<file path="config.mk">
export PLATFORM = sky130hd
export DESIGN_NAME = div_iter_ctrl
export DESIGN_NICKNAME = d
export VERILOG_FILES = /design/src/rtl/div_iter_ctrl.sv
export SDC_FILE = /design/constraint.sdc
export NUM_CORES = 1
export LEC_CHECK = 0
export ABC_CLOCK_PERIOD_IN_PS = 4510
export CAP_MARGIN = 20
export CORE_MARGIN = 5
export CORE_UTILIZATION = 50
export CTS_BUF_LIST = sky130_fd_sc_hd__clkbuf_4
export DETAILED_ROUTE_END_ITERATION = 6
export PLACE_DENSITY = 0.76
export SYNTH_ARGS = -nofsm -noshare
export SYNTH_HDL_FRONTEND = slang
export SYNTH_SLANG_ARGS = --single-unit
</file>
<file path="constraint.sdc">
create_clock -name clock -period 4.51 [get_ports clock]
set_clock_uncertainty 0.05 [all_clocks]
set_input_delay 0.902 -clock clock [delete_from_list [all_inputs] [get_ports clock]]
set_output_delay 0.902 -clock clock [all_outputs]
set_load 0.005 [all_outputs]
</file>
<file path="src/rtl/div_iter_ctrl.sv">
// div_iter_ctrl: iterative signed restoring divider with its own datapath.
// It retires one quotient bit per clock over WIDTH iterations, then does a
// sign-fixup cycle and pulses data_resultRDY for one cycle.
//
// Ports:
//   clock          rising-edge clock
//   reset          synchronous active-high reset (clears all state and outputs)
//   ctrl_DIV       start strobe; restarts the divider from any state
//   data_operandA  dividend, two's complement
//   data_operandB  divisor, two's complement
//   data_result    signed quotient, truncated toward zero
//   data_remainder signed remainder, sign follows the dividend
//   data_exception divide-by-zero flag
//   data_resultRDY one-cycle result-valid pulse
//   busy           high while iterating or fixing up signs
module div_iter_ctrl #(
    parameter int unsigned WIDTH = 32
) (
    input  logic             clock,
    input  logic             reset,
    input  logic             ctrl_DIV,
    input  logic [WIDTH-1:0] data_operandA,
    input  logic [WIDTH-1:0] data_operandB,
    output logic [WIDTH-1:0] data_result,
    output logic [WIDTH-1:0] data_remainder,
    output logic             data_exception,
    output logic             data_resultRDY,
    output logic             busy
);

    localparam int unsigned CntW = $clog2(WIDTH) + 1;

    typedef enum logic [1:0] {StIdle, StRun, StFix, StDone} state_e;

    state_e           state_q, state_d;
    logic             sign_quo_q, sign_quo_d;
    logic             sign_rem_q, sign_rem_d;
    logic [WIDTH-1:0] div_q, div_d;
    logic [WIDTH-1:0] rem_q, rem_d;
    logic [WIDTH-1:0] quo_q, quo_d;
    logic [CntW-1:0]  cnt_q, cnt_d;
    logic [WIDTH-1:0] result_q, result_d;
    logic [WIDTH-1:0] remainder_q, remainder_d;
    logic             exc_q, exc_d;

    // Magnitudes as unsigned WIDTH-bit values; the most negative input maps to 2^(WIDTH-1).
    logic [WIDTH-1:0] abs_a, abs_b;
    assign abs_a = data_operandA[WIDTH-1] ? (~data_operandA + 1'b1) : data_operandA;
    assign abs_b = data_operandB[WIDTH-1] ? (~data_operandB + 1'b1) : data_operandB;

    // Partial remainder after the left shift, and the WIDTH+1 bit trial subtract.
    // The remainder MSB is always 0 here because R < |B| <= 2^(WIDTH-1).
    logic [WIDTH-1:0] shifted_r;
    logic [WIDTH:0]   trial;
    logic             trial_ok;
    assign shifted_r = {rem_q[WIDTH-2:0], quo_q[WIDTH-1]};
    assign trial     = {1'b0, shifted_r} - {1'b0, div_q};
    assign trial_ok  = ~trial[WIDTH];

    always_comb begin
        state_d     = state_q;
        sign_quo_d  = sign_quo_q;
        sign_rem_d  = sign_rem_q;
        div_d       = div_q;
        rem_d       = rem_q;
        quo_d       = quo_q;
        cnt_d       = cnt_q;
        result_d    = result_q;
        remainder_d = remainder_q;
        exc_d       = exc_q;

        if (ctrl_DIV) begin
            // A strobe in any state aborts whatever is in flight and restarts.
            if (data_operandB == '0) begin
                result_d    = '0;
                remainder_d = '0;
                exc_d       = 1'b1;
                state_d     = StDone;
            end else begin
                sign_quo_d = data_operandA[WIDTH-1] ^ data_operandB[WIDTH-1];
                sign_rem_d = data_operandA[WIDTH-1];
                div_d      = abs_b;
                rem_d      = '0;
                quo_d      = abs_a;
                cnt_d      = '0;
                state_d    = StRun;
            end
        end else begin
            unique case (state_q)
                StIdle: begin
                    state_d = StIdle;
                end
                StRun: begin
                    rem_d = trial_ok ? trial[WIDTH-1:0] : shifted_r;
                    quo_d = {quo_q[WIDTH-2:0], trial_ok};
                    cnt_d = cnt_q + CntW'(1);
                    if (cnt_q == CntW'(WIDTH - 1)) begin
                        state_d = StFix;
                    end
                end
                StFix: begin
                    // Negation wraps, so MIN / -1 yields MIN.
                    result_d    = sign_quo_q ? (~quo_q + 1'b1) : quo_q;
                    remainder_d = sign_rem_q ? (~rem_q + 1'b1) : rem_q;
                    exc_d       = 1'b0;
                    state_d     = StDone;
                end
                StDone: begin
                    state_d = StIdle;
                end
                default: begin
                    state_d = StIdle;
                end
            endcase
        end
    end

    always_ff @(posedge clock) begin
        if (reset) begin
            state_q     <= StIdle;
            sign_quo_q  <= 1'b0;
            sign_rem_q  <= 1'b0;
            div_q       <= '0;
            rem_q       <= '0;
            quo_q       <= '0;
            cnt_q       <= '0;
            result_q    <= '0;
            remainder_q <= '0;
            exc_q       <= 1'b0;
        end else begin
            state_q     <= state_d;
            sign_quo_q  <= sign_quo_d;
            sign_rem_q  <= sign_rem_d;
            div_q       <= div_d;
            rem_q       <= rem_d;
            quo_q       <= quo_d;
            cnt_q       <= cnt_d;
            result_q    <= result_d;
            remainder_q <= remainder_d;
            exc_q       <= exc_d;
        end
    end

    assign data_result    = result_q;
    assign data_remainder = remainder_q;
    assign data_exception = exc_q;
    assign data_resultRDY = (state_q == StDone);
    assign busy           = (state_q == StRun) || (state_q == StFix);

endmodule

</file>
==> results.md <==
- Synth unique cells: 67
- Setup slack after layout: 0.995 ns
- Largest net degree at the start of global routing: 79
- Synth Flop Type: dfxtp_1
- Initial core utilization: 50.5%
- Largest area contributor in the netlist: dfxtp_1
- Post-layout min period: 3.52 ns
- Post-synth top area share: 31.2%
- Clk Latency, worst-skew pair: 0.58 ns
- Most numerous cell in the Yosys netlist: nor2_1
- Cell Area, Synth: 0.0110 mm2
- Worst r2r src: rem_q[24]
- GR Util All Layers: 24.9%
- MaxCap Viol Count: 0
- Slew margin rel.: 31.5%
- Routed wire per std cell: 17.4 um
- Syn avg cell area: 7.65 um2
- Post-synthesis sequential area ratio: 31.2%
- Clock Sinks: 171
- Maximum root-to-sink buffer count: 2
- Resized Gates After CTS: 0
- Core Area: 0.0217 mm2
- Postcts setup bufs: 0
- Post-synthesis register bit count: 171
- Ports: 134
- Power Total: 0.00323 W
- Synthesized instance count: 1432
- Outcome: complete, no violations
- DRT iter0 DRCs: 759
- PortBufs: 133
- DP Worst Slack: 0.505 ns
- Worst setup SP type: register
- Overflow after GRT: 0
- H-tree depth: 4
- Hold crit path type: register to register
- Num rows: 54
- Req. time, crit path: 4.94 ns
- Layout cell share with drive strength beyond 1: 4.54%
- Layout Nets: 1616
- First-pass GRT wire length: 50800 um
- RSZ-0062 raised after global routing: no
- Die height: 158 um
- Crit path DAT: 3.95 ns
- Int Pwr: 0.00219 W
- Synth cell count leaders: nor2_1 (188), dfxtp_1 (171), nand2_1 (123)
- Final setup fails: 0
- CTS tree: done
- Hpwl dp: 23800 um
- Vias in the first global route: 9737
- Clk network pwr share: 28.8%
- Clock root buffer: clkbuf_4
- Switching part of the total: 32.2%
- Synth area leaders: dfxtp_1 (31%), xor2_1 (7.3%), nor2_1 (6.4%), a21oi_1 (5.0%), ha_1 (4.7%)
- Sequential Power Share: 50.7%
- Crit end category: register
- Peak VDD IR: 0.173 mV
- Slew Limit Fails: 0
- Vias per cell: 5.90
- Reg clk slew, reported paths: 0.16 ns
- EDFF count, synth: 0
- Comb pwr share: 20.5%
- Worst setup path start: rem_q[24]
- Least-Margin Pin Slew: 1.03 ns
- F_max: 0.284 GHz
- Detailed-route wire length: 31200 um
- Final Cycle Share: 77.9%
- Crit Path Class: register to register
- Synth warn: 0
- Min-delay src: data_exception
- Hold_buf cts: 0
- Placer congestion estimate: 0.952
- Die width: 158 um
- Antenna Nets Post-Route: 0
- Full die area: 0.0250 mm2
- Final hold violation count: 0
- PD cells: 254 mW/mm2
- Max FO, Critical Path: 28
- Initial antenna violation count: 1
- Sw Pwr: 0.00104 W
- Fin Setup TNS: 0 ns
- Syn nets: 1541
- Syn-to-layout area delta: 16.1%
- DRC errors left: 0
- Pre-Repair DR Iteration Count: 5
- Post-synth ARST share: 0%
- Total CTS buffers: 17
- Static leakage: 4.92 nW
- Vias: 10600
-- power by group through the flow --
stage                     clock network (W)  logic (W)  registers [W]
final                              0.000932   0.000663        0.00164
after global routing                0.00101   0.000739        0.00165
after CTS                          0.000947   0.000661        0.00164
after detailed placement                  0   0.000659        0.00167
after global placement                    0   0.000650        0.00167
after floorplan                           0   0.000463        0.00164
-- per-layer routing --
metal,vias up,global-route usage [%],routed length [um]
met5,-,0,0
met4,0,7.72,797
met3,59,4.40,1670
met2,306,40.9,14900
met1,4961,33.4,13900
li1,5299,-,-
-- registers in the layout, indices dropped and copies added, names as in the netlist --
signal and flops:
data_remainder 32, data_result 32, div_q 32, quo_q 32, rem_q 32, cnt_q 6
state_q 2, data_exception 1, sign_quo_q 1, sign_rem_q 1
-- logic make-up after synthesis --
| logic type | count (synthesis) | share of synthesized area, % |
|---|---|---|
| xor gates and xnor gates | 143 | 11.4 |
| DFF | 171 | 31.2 |
| adders and majority gates | 42 | 4.86 |
| and+or+nand+nor | 496 | 20.9 |
| muxes | 10 | 0.925 |
| buffers and inverters | 145 | 5.34 |
| AOI/OAI and AO/OA | 425 | 25.3 |
-- through the flow --
step / hold WS (ns) / cells / area, um2 / utilization, %
3_5_place_dp: 0.400 / 1768 / 12400 / 57.3
4_1_cts: 0.420 / 1800 / 12700 / 58.6
3_3_place_gp: 0.395 / 1768 / 12400 / 57.3
2_1_floorplan: 0.388 / 1432 / 11000 / -
5_1_grt: 0.449 / 1801 / 12700 / 58.6
6_report: 0.421 / 1801 / 12700 / 58.6
-- final timing paths --
check	endpoint	slack [ns]	cells past startpoint
setup reg to reg	rem_q[7]	0.99	9
hold reg to reg	data_exception	0.42	2
hold / removal	data_exception	0.42	2
setup / recovery	rem_q[7]	0.99	9
-- cells in the final DEF (no fill, tap or decap), types with 4 or more instances in the layout --
cell	n
nor2_1	188
dfxtp_1	171
clkdlybuf4s50_1	131
nand2_1	123
a21oi_1	109
xor2_1	91
o21ai_0	86
a211oi_1	55
xnor2_1	52
inv_1	50
nor3_1	50
ha_1	41
nand3_1	31
o31ai_1	28
a22o_1	20
or3_1	18
o41ai_1	17
clkbuf_4	17
buf_4	17
o211ai_1	16
a31oi_1	15
a22oi_1	15
nor4_1	13
a21o_1	13
or4_1	12
nand2b_1	11
nor2b_1	10
o21a_1	9
mux2i_1	9
nand4_1	8
and3_1	7
or2_2	6
o2111ai_1	5
and2_1	5
a32oi_1	5
a221oi_1	4
inv_6	4
clkinv_4	4
-- worst max-delay path, cell delays in order (launching register included) --
cell,delay [ns]
dfxtp_1,0.57
ha_1,0.38
a211o_1,0.32
a21oi_1,0.14
o211ai_1,0.28
or3_1,0.48
o22ai_4,0.57
buf_4,0.33
o21ai_0,0.11
a22o_1,0.20
-- area by class of cell --
type                       count  area [um2]
fill                        2011        8970
antenna                        1        2.50
multi-input combinational   1116        6980
timing repair buffer         151        1480
clock inverter                15         163
tap                          280         350
inverter                      50         188
sequential                   171        3420
clock buffer                  17         128
No activity file was read; power rests on OpenSTA's default activity.
